--- config.mk ---
export PLATFORM = sky130hd
export DESIGN_NAME = cnn1d_exp_horner
export DESIGN_NICKNAME = d
export VERILOG_FILES = /design/src/rtl/cnn1d_exp_horner_pkg.sv /design/src/rtl/cnn1d_exp_horner_mul_rq.sv /design/src/rtl/cnn1d_exp_horner.sv
export SDC_FILE = /design/constraint.sdc
export NUM_CORES = 1
export LEC_CHECK = 0
export ABC_AREA = 1
export CAP_MARGIN = 15
export CORE_UTILIZATION = 30
export DETAILED_ROUTE_END_ITERATION = 8
export HOLD_SLACK_MARGIN = 0.06
export PLACE_DENSITY = 0.44
export REMOVE_ABC_BUFFERS = 1
export SKIP_LAST_GASP = 1
export SYNTH_ARGS = -nofsm -noshare
export SYNTH_HDL_FRONTEND = slang
export SYNTH_HIERARCHICAL = 1
export SYNTH_SLANG_ARGS = --single-unit
--- constraint.sdc ---
create_clock -name clk -period 8.3 [get_ports clk]
set_input_delay 1.66 -clock clk [delete_from_list [all_inputs] [get_ports clk]]
set_output_delay 1.66 -clock clk [all_outputs]
set_load 0.1 [all_outputs]
--- src/rtl/cnn1d_exp_horner_pkg.sv ---
// Shared fixed-point helpers for the 1D CNN datapath: defaults, FSM state type,
// elaboration-time factorial / reciprocal-factorial coefficients and a signed clamp.
package cnn1d_exp_horner_pkg;

  localparam int unsigned DEFAULT_DATA_WIDTH = 16;
  localparam int unsigned DEFAULT_FRACTION   = 10;
  localparam int unsigned LPM_OUT_WIDTH      = 2 * DEFAULT_DATA_WIDTH;

  typedef enum logic [1:0] {
    ST_IDLE,
    ST_CALC,
    ST_DONE
  } exp_state_t;

  function automatic int unsigned clog2(input int unsigned value);
    int unsigned r;
    r = 0;
    for (int unsigned v = value - 1; v > 0; v = v >> 1) r++;
    return r;
  endfunction

  function automatic longint unsigned factorial(input int unsigned k);
    longint unsigned f;
    f = 1;
    for (int unsigned i = 2; i <= k; i++) f = f * longint'(i);
    return f;
  endfunction

  // c_k = round(2^frac / k!) with half-up rounding in integer arithmetic
  function automatic longint unsigned recip_fact_coef(input int unsigned k,
                                                      input int unsigned frac);
    longint unsigned f;
    f = factorial(k);
    return ((64'd1 << frac) + f / 2) / f;
  endfunction

  function automatic logic signed [63:0] sat_signed(input logic signed [63:0] value,
                                                    input int unsigned width);
    logic signed [63:0] hi;
    logic signed [63:0] lo;
    hi = (64'sd1 <<< (width - 1)) - 64'sd1;
    lo = -hi - 64'sd1;
    if (value > hi)      return hi;
    else if (value < lo) return lo;
    else                 return value;
  endfunction

endpackage

--- src/rtl/cnn1d_exp_horner_mul_rq.sv ---
// Combinational signed multiply, requantise (optional half-up rounding),
// add-offset and saturate stage; shared by conv/dense/exp datapaths.
module cnn1d_fxp_mul_rq
  import cnn1d_exp_horner_pkg::*;
#(
  parameter int unsigned DATA_WIDTH = DEFAULT_DATA_WIDTH,
  parameter int unsigned FRACTION   = DEFAULT_FRACTION,
  parameter int unsigned ROUND_MODE = 1
) (
  input  logic signed [DATA_WIDTH-1:0] a,
  input  logic signed [DATA_WIDTH-1:0] b,
  input  logic signed [DATA_WIDTH-1:0] addend,
  output logic signed [DATA_WIDTH-1:0] y,
  output logic                         sat
);

  localparam int unsigned PW = 2 * DATA_WIDTH;
  // two guard bits keep the rounded/offset sum from wrapping before the clamp
  localparam int unsigned SW = PW + 2;
  localparam logic signed [SW-1:0] RND =
    (ROUND_MODE != 0) ? (SW'(1) << (FRACTION - 1)) : SW'(0);

  logic signed [PW-1:0] a_ext;
  logic signed [PW-1:0] b_ext;
  logic signed [PW-1:0] prod;
  logic signed [SW-1:0] biased;
  logic signed [SW-1:0] sum;
  logic signed [63:0]   clamped;

  always_comb begin
    a_ext   = PW'(a);
    b_ext   = PW'(b);
    prod    = a_ext * b_ext;
    biased  = SW'(prod) + RND;
    sum     = (biased >>> FRACTION) + SW'(addend);
    clamped = sat_signed(64'(sum), DATA_WIDTH);
    y       = DATA_WIDTH'(clamped);
    sat     = (clamped != 64'(sum));
  end

endmodule

--- src/rtl/cnn1d_exp_horner.sv ---
// Fixed-point exp(x) via Horner evaluation of the order-ORDER Taylor series,
// one time-shared multiplier, valid/ready on both sides.
module cnn1d_exp_horner
  import cnn1d_exp_horner_pkg::*;
#(
  parameter int unsigned DATA_WIDTH = DEFAULT_DATA_WIDTH,
  parameter int unsigned FRACTION   = DEFAULT_FRACTION,
  parameter int unsigned ORDER      = 8,
  parameter int unsigned ROUND_MODE = 1
) (
  input  logic                         clk,
  input  logic                         rst,
  input  logic                         in_valid,
  output logic                         in_ready,
  input  logic signed [DATA_WIDTH-1:0] in_x,
  output logic                         out_valid,
  input  logic                         out_ready,
  output logic signed [DATA_WIDTH-1:0] out_y,
  output logic                         out_sat
);

  localparam int unsigned KW = clog2(ORDER + 1);

  logic signed [DATA_WIDTH-1:0] coef [0:ORDER];

  for (genvar i = 0; i <= ORDER; i++) begin : g_coef
    assign coef[i] = DATA_WIDTH'(recip_fact_coef(i, FRACTION));
  end

  exp_state_t                   state;
  logic signed [DATA_WIDTH-1:0] acc;
  logic signed [DATA_WIDTH-1:0] x_reg;
  logic [KW-1:0]                k;
  logic                         sat_flag;
  logic signed [DATA_WIDTH-1:0] step_y;
  logic                         step_sat;

  cnn1d_fxp_mul_rq #(
    .DATA_WIDTH(DATA_WIDTH),
    .FRACTION  (FRACTION),
    .ROUND_MODE(ROUND_MODE)
  ) u_mul_rq (
    .a     (acc),
    .b     (x_reg),
    .addend(coef[k]),
    .y     (step_y),
    .sat   (step_sat)
  );

  always_ff @(posedge clk) begin
    if (rst) begin
      state     <= ST_IDLE;
      in_ready  <= 1'b1;
      out_valid <= 1'b0;
      out_y     <= '0;
      out_sat   <= 1'b0;
      acc       <= '0;
      x_reg     <= '0;
      k         <= '0;
      sat_flag  <= 1'b0;
    end else begin
      case (state)
        ST_IDLE: begin
          if (in_valid) begin
            x_reg    <= in_x;
            acc      <= coef[ORDER];
            k        <= KW'(ORDER - 1);
            sat_flag <= 1'b0;
            in_ready <= 1'b0;
            state    <= ST_CALC;
          end
        end
        ST_CALC: begin
          acc      <= step_y;
          sat_flag <= sat_flag | step_sat;
          if (k == '0) begin
            // final step publishes straight from the multiplier output;
            // a negative result is forced to zero and reported as saturation
            out_valid <= 1'b1;
            out_y     <= step_y[DATA_WIDTH-1] ? '0 : step_y;
            out_sat   <= sat_flag | step_sat | step_y[DATA_WIDTH-1];
            state     <= ST_DONE;
          end else begin
            k <= k - KW'(1);
          end
        end
        ST_DONE: begin
          if (out_ready) begin
            out_valid <= 1'b0;
            in_ready  <= 1'b1;
            state     <= ST_IDLE;
          end
        end
        default: state <= ST_IDLE;
      endcase
    end
  end

endmodule
## After elaboration in Yosys (flattened, before gate mapping)

Memory sizes are Yosys's and may differ from the RTL's.
Cells that the tools add are included.

| word-level totals | value |
|---|---|
| bits in registers | 58 |
| memory bits (read-only) | 256 |
| input bits | 20 |
| memories kept | 1 |

Memories:

| name | depth | bits a word | read ports | clocked after Yosys merged registers in | write ports | RTL line | text |
|---|---|---|---|---|---|---|---|
| (name not given) | 16 | 16 | 1 | 0 | 0 | cnn1d_exp_horner.sv:45 | `.addend(coef[k]),` |

| cells by class | value |
|---|---|
| add/sub/neg operators | 3 |
| multipliers | 1 |
| magnitude comparators | 3 |
| equal/unequal tests | 7 |
| muxes and demuxes | 21 |
| bitwise operators | 3 |
| reduce and logical (&&, ||, !) cells | 12 |

Operator list:

| operator | count |
|---|---|
| 2-to-1 mux 64 bit | 2 |
| inequality test 64 x 24 -> 1 bit | 1 |
| 2-to-1 mux 16 bit | 3 |
| adder 32 x 11 -> 33 bit (second input constant) | 1 |
| multiplier 16 x 16 -> 32 bit | 1 |
| case mux 16 bit (2 select lines) | 1 |
| adder 23 x 16 -> 24 bit | 1 |
| > comparator 24 x 16 -> 1 bit (second input constant) | 1 |
| < comparator 24 x 16 -> 1 bit (second input constant) | 1 |
| 2-to-1 mux 15 bit | 1 |
| AND reduction 3 bit | 4 |
| 2-to-1 mux 4 bit | 2 |
| inequality test 2 bit (second input constant) | 4 |
| case mux 4 bit (2 select lines) | 1 |
| 2-to-1 mux 2 bit | 3 |
| case mux 1 bit (2 select lines) | 3 |
| case mux 2 bit (3 select lines) | 1 |
| AND reduction 2 bit | 3 |
| nonzero test 2 bit | 3 |
| greater-or-equal comparator 5 bit (second input constant) | 1 |
| NOT 4 -> 5 bit | 1 |
| zero test 4 bit | 1 |
| 2-to-1 mux 1 bit | 4 |
| subtractor 4 x 1 -> 4 bit (second input constant) | 1 |
| 4 further kinds | 5 |

## Logic depth before layout (Yosys ltp)

Gate-level depths: netlist (run 1).

| logic depth | value |
|---|---|
| depth in word-level cells | 11 |
| mapped depth | 48 |

## Cells and area by module

Netlist (run 1), hierarchy kept.

Modules (own cells, without submodules):

| module | instances | cells each | area an instance (um^2) |
|---|---|---|---|
| cnn1d_fxp_mul_rq | 1 | 1,706 | 12,343.1 |
| cnn1d_exp_horner | 1 | 286 | 2,240.9 |

## Worst setup path before layout (run 1)

No wires, ideal clock.

| path | value |
|---|---|
| path type | register to register |
| from | register acc[15] |
| to | register out_y[7] |
| setup time | 132 ps |
| arrival time | 7,643 ps |
| required time | 8,168 ps |
| slack | 525 ps |
| cell stages (with the launch flop) | 39 |
| period minus slack after synthesis | 7,775 ps |
| cell sequence | dfxtp_1 clkbuf_1 nand2_1 inv_1 fa_1 inv_1 fa_1 inv_1 fa_1 fa_1 fa_1 inv_1 fa_1 inv_1 ha_1 a21oi_1 o21ai_0 a221oi_1 [3 not listed] nand2_2 nor3_1 and2_1 nand2_1 nand2_1 a21oi_1 inv_1 nand2_1 nand2_2 nor3_1 nand2_1 ha_1 a21oi_1 a21oi_1 inv_1 buf_2 nand3_1 a21oi_1 |

| on the way | value |
|---|---|
| word-level cells in the longest chain between the ends | 7 |
| elaborated cells between the ends (all ways) | 8 |
| classes of those cells | add/sub: 2; mul: 1; order compare: 2; mux: 3 |

Ends and longest elaborated chain:

| element | RTL line | text |
|---|---|---|
| start: declaration | cnn1d_exp_horner.sv:31 | `logic signed [DATA_WIDTH-1:0] acc;` |
| start signal: assignment | cnn1d_exp_horner.sv:66 | `acc <= coef[ORDER];` |
| start signal: assignment | cnn1d_exp_horner.sv:74 | `acc <= step_y;` |
| multiplier 16 x 16 -> 32 bit * | cnn1d_exp_horner_mul_rq.sv:33 | `prod = a_ext * b_ext;` |
| adder 32 x 11 -> 33 bit * | cnn1d_exp_horner_mul_rq.sv:34 | `biased = SW'(prod) + RND;` |
| adder 23 x 16 -> 24 bit * | cnn1d_exp_horner_mul_rq.sv:35 | `sum = (biased >>> FRACTION) + SW'(addend);` |
| < comparator 24 x 16 -> 1 bit | cnn1d_exp_horner_pkg.sv:44 | `else if (value < lo) return lo;` |
| 2-to-1 mux 64 bit | cnn1d_exp_horner_pkg.sv:44 |  |
| 2-to-1 mux 64 bit * | cnn1d_exp_horner_pkg.sv:43 | `if (value > hi) return hi;` |
| named net step_y[15] | cnn1d_exp_horner.sv:35 | `logic signed [DATA_WIDTH-1:0] step_y;` |
| 2-to-1 mux 15 bit * | cnn1d_exp_horner.sv:80 | `out_y <= step_y[DATA_WIDTH-1] ? '0 : step_y;` |
| end signal: assignment | cnn1d_exp_horner.sv:80 |  |
| end: declaration | cnn1d_exp_horner.sv:18 | `output logic signed [DATA_WIDTH-1:0] out_y,` |

The timed path passes the listed nets; every way through them passes the cells marked *.
A chain may end at the register's enable or synchronous reset.

## Final worst setup path (run 1)

| path | value |
|---|---|
| from | register acc[15] |
| to | register out_y[2] |

The elaborated chain is that of the path after synthesis.

==> reports/metrics.yaml, run 1 <==
cp-end-kind: "flip-flop"
antennaDiodeCount: 0
ant_nets: 0
die_area_um2: 49500
hpwl_mm: 36.8
cp_top_family: "adder cells"
fin_nets: 2598
antenna_found_initial: 0
wl_per_cell_um: 14.9
drt_pass1_iterations: 5
yosys_warnings: 6
yosysMostFrequentCell: "inv_1"
max_slew_margin_pct: 31.4
grt_max_degree: 40
dieWidth_um: 222
instances_no_fill: 2817
synthFlopType: "dfxtp_1"
layout-drive-gt1-share_pct: 17.6
fp.dieH_um: 222
synth_common_cells: "inv_1, nand2_1, fa_1"
num-fill-cells: 5146
path_class: "reg -> reg"
worstMarginPinSlew_ns: 1.03
grt_pass1_wl_mm: 68.9
cp_slowest_stage_delay_ns: 0.56
max_freq_mhz: 126
grtUsageTotal_pct: 17.6
grt_remaining_overflow: 0
root_buffer: "clkbuf_16"
skew_ns: 0.0111
portBuffers: 37
hold_viol_final: 0
grt_pass1_vias: 12783
setup_tns_ns: 0
dpl.cell_count: 2792
min_path_type: "reg -> reg"
cts_num_sinks: 57
start_util_pct: 30.5
core_um2: 47800
cts.hold.buffers_added: 0
cpMaxStageDelayCell: "fa_1"
via_count: 12423
synth.area.top_cells: "fa_1, inv_1, nand2_1, ha_1, dfxtp_1"
rows: 80
vias_per_cell: 4.41
wl_mm: 42.1
drc: 0
cts_tree: "done"
clock_latency_ns: 0.36
cts_max_level: 3
clk_pin_slew_ns: 0.06
max_cap_viol_count: 0
synth_edf_count: 0
finalCritPeriodShare_pct: 95.4
critPathMaxFanout: 15
synth_top_area_cell: "fa_1"
num_io_pins: 39
start_kind: "flip-flop"
syn_inst: 1992
synth_top_area_share_pct: 36.8
cp_num_buf_inv: 9
cp.arrival_ns: 8.14
gp_congestion: 0.846
synth-seq-cells: 57
avgSynthCellArea_um2: 7.32
layout-area-overhead-vs-synth_pct: 22.7
cts_buffers: 9
period_needed_ns: 7.92
clockBufferDepth: 2
first_iter_violations: 640
yosysSeqAreaShare_pct: 7.82
slew_viol_final: 0
status: "completed"
async_reset_ff_share_pct: 0
netlist_area_um2: 14600
worstPathRequired_ns: 8.52
setup_viol: 0
synth.distinct_cells: 46
cells in the final DEF, fill, tap and decap left out, drive strengths merged, types with 3 or more instances in the layout:
cell,synthesis,layout
a21oi,96,96
clkdlybuf4s50,0,37
buf,13,211
o21ai,54,54
o21bai,8,8
and2,4,4
xnor2,17,17
nor4,3,3
fa,268,268
xor2,20,20
nand3,60,60
clkbuf,62,9
nor3,10,10
inv,524,528
nand2,522,522
nor2,130,130
nand4,12,12
conb,1,22
dfxtp,57,57
or2,4,4
ha,113,113
cell type report:
class / count / area, um2 / share of cell area (%)
tap: 615 / 769 / 4.30
sequential: 57 / 1180 / 6.60
inverter: 525 / 1970 / 11.0
clock inverter: 7 / 61.3 / 0.343
clock buffer: 9 / 225 / 1.26
timing repair buffer: 248 / 2140 / 12.0
multi-input combinational: 1356 / 11500 / 64.5
what timing repair did:
action | in CTS | in global routing
pin swaps | 5 | 29
gates resized for setup | 15 | 109
endpoints found under the setup margin | 33 | 33
buffers inserted | 3 | 6
cell families (layout without fill, tap and decap cells):
logic type / count (synthesis) / after routing / synth area share (%)
compound gates: 169 / 169 / 6.27
xor+xnor: 37 / 37 / 2.22
fa+ha+maj: 381 / 381 / 46.5
buf+inv: 600 / 789 / 15.8
flops: 57 / 57 / 7.82
other cells: 1 / 22 / 0.0257
simple gates: 747 / 747 / 21.4
final timing paths:
check / depth (start not counted) / to / startpoint / slack, ns
worst max-delay path: 39 / out_y[2] / acc[15] / 0.38
worst min-delay path: 2 / in_ready / in_ready / 0.46
worst max register to register: 39 / out_y[2] / acc[15] / 0.38
worst min register to register: 2 / in_ready / in_ready / 0.46
stage by stage:
| step | utilization [%] | setup WS (ns) | hold WS [ns] | cell area, um2 |
|---|---|---|---|---|
| floorplan | - | 0.534 | 0.445 | 14300 |
| global placement | 35.8 | -0.397 | 0.441 | 17100 |
| detailed placement | 35.8 | -0.334 | 0.447 | 17100 |
| CTS | 36.6 | 0.00781 | 0.463 | 17500 |
| global route | 37.4 | -0.0430 | 0.478 | 17900 |
| finish | 37.4 | 0.381 | 0.457 | 17900 |
tightest hold or removal path: stages, from the launching register on:
cell and delay (ns):
dfxtp_1 0.33, nand2_1 0.05, nand3_1 0.05
per-layer routing:
metal	part of all wire (%)	vias to the layer above	global-route usage [%]	wire length, um
met1	50	6030	26.1	21100
met2	46	177	28.2	19400
met3	2.4	33	1.59	1020
met4	1.3	0	2.91	532
li1	-	6183	-	-
met5	0	-	0	0
Power of run 1 is not shown: default switching activity piles up to over one toggle a cycle in this logic, so the estimate is an artifact.
==> run 2: changes to the inputs <==
--- a/config.mk
+++ b/config.mk
@@ -10,5 +10,4 @@
 export CORE_UTILIZATION = 30
 export DETAILED_ROUTE_END_ITERATION = 8
-export HOLD_SLACK_MARGIN = 0.06
 export PLACE_DENSITY = 0.44
 export REMOVE_ABC_BUFFERS = 1
==> constraint.sdc (replaced) <==
create_clock -name clk -period 8.3 [get_ports clk]
set_input_delay 1.66 -clock clk [delete_from_list [all_inputs] [get_ports clk]]
set_output_delay 1.66 -clock clk [all_outputs]
set_load 0.02 [all_outputs]
==> results of run 2 <==
The final DEF is identical to that of run 1. Status: completed.
Power of run 2 is left out for the same reason.
==> run 3: changes to the inputs <==
Settings changed: CORE_MARGIN set to 4, PLACE_DENSITY 0.44 to 0.43.
Clock period 8.3 ns to 10.2 ns, I/O delays scaled along.
==> reports/metrics.yaml, run 3 (synthesis results as in run 1) <==
core_um2: 47900
clk_pin_slew_ns: 0.06
antenna_found_initial: 0
num_io_pins: 39
grt_remaining_overflow: 0
period_needed_ns: 9.28
setup_viol: 0
hold_start: "in_ready"
rsz0062_at_grt: "false"
grt_pass1_wl_mm: 70.3
via_count: 11878
cp_slowest_stage_delay_ns: 0.82
layout-area-overhead-vs-synth_pct: 9.21
ant_nets: 0
antennaDiodeCount: 0
dieWidth_um: 228
drc: 0
critPathMaxFanout: 17
reg2reg_setup_slack_ns: 0.92
gp_congestion: 0.864
r2r_cells: 37
cts.hold.buffers_added: 0
max_slew_margin_pct: 33.1
slew_viol_final: 0
grt_pass1_vias: 12580
cpMaxStageDelayCell: "dfxtp_1"
clockBufferDepth: 2
layout-drive-gt1-share_pct: 5.07
reg2reg_from: "x_reg[1]"
cp.arrival_ns: 9.49
fin_nets: 2407
portBuffers: 37
root_buffer: "clkbuf_16"
post-cts-setup-buffers: 0
wl_mm: 42.3
first_iter_violations: 620
clock_latency_ns: 0.35
finalCritPeriodShare_pct: 90.9
wl_per_cell_um: 16.1
grt_max_degree: 40
cts_max_level: 3
grtUsageTotal_pct: 16.7
worstMarginPinSlew_ns: 1.00
layout.cells.most_common_list: "inv_1, nand2_1, fa_1, nor2_1, ha_1"
fp.dieH_um: 228
worstPathRequired_ns: 10.41
hold_viol_final: 0
vias_per_cell: 4.52
final_common_cell: "inv_1"
min_path_cells: 2
setup_tns_ns: 0
status: "completed"
cts_num_sinks: 57
max_cap_viol_count: 0
hold_end: "in_ready"
r2r_end: "out_y[11]"
hpwl_mm: 36.1
path_class: "reg -> reg"
cts_repair_resize_count: 0
start_kind: "flip-flop"
cts_tree: "done"
die_area_um2: 52200
min_path_type: "reg -> reg"
cp_common_cell: "inv_1"
drt_pass1_iterations: 5
start_util_pct: 30.4
cts_buffers: 9
rows: 80
cp-end-kind: "flip-flop"
max_freq_mhz: 108
skew_ns: 0.0117
==> run 3: worst max-delay path: cells and delay by family (launching register included) <==
| kind | cells | cell delay [ns] |
|---|---|---|
| AOI/OAI and AO/OA | 5 | 1.07 |
| adders and majority gates | 9 | 4.21 |
| buffers and inverters | 9 | 1.26 |
| DFF | 1 | 0.82 |
| and+or+nand+nor | 14 | 1.78 |
==> run 3: how the worst max path moves through the flow <==
stage / from / end / slack (ns) / depth (start not counted)
after floorplan: x_reg[1] / out_y[0] / 2.43 / 36
after global placement: x_reg[1] / out_y[3] / 0.97 / 37
after detailed placement: x_reg[1] / out_y[0] / 0.94 / 37
after CTS: x_reg[1] / out_y[0] / 0.89 / 37
after global routing: acc[15] / out_y[7] / 0.007 / 37
final: x_reg[1] / out_y[11] / 0.92 / 37
==> run 3: layout make-up <==
| cell class | count | area [um2] |
|---|---|---|
| Timing Repair Buffer | 57 | 520 |
| Sequential cell | 57 | 1140 |
| Fill cell | 5199 | 32000 |
| Multi-Input combinational cell | 1356 | 11200 |
| Clock buffer | 9 | 225 |
| Clock inverter | 7 | 83.8 |
| Tap cell | 615 | 769 |
| Inverter | 525 | 1970 |
==> run 3: metrics by stage <==
step           setup slack, ns  hold WS [ns]  std cells  util (%)  area [um2]
2_1_floorplan             2.43         0.445       1938         -       14300
3_3_place_gp             0.967         0.441       2610      32.6       15600
3_5_place_dp             0.943         0.448       2610      32.6       15600
4_1_cts                  0.885         0.465       2626      33.2       15900
5_1_grt                0.00728         0.492       2626      33.2       15900
6_report                 0.924         0.463       2626      33.2       15900
==> run 3: layer usage <==
metal / up-vias / share of wire, % / GRT usage (%)
met5: - / 0 / 0
met4: 0 / 0.89 / 2.22
met3: 21 / 2.5 / 1.31
met2: 181 / 47 / 28.1
met1: 5876 / 49 / 24.3
li1: 5800 / - / -
Power of run 3 is left out for the same reason.
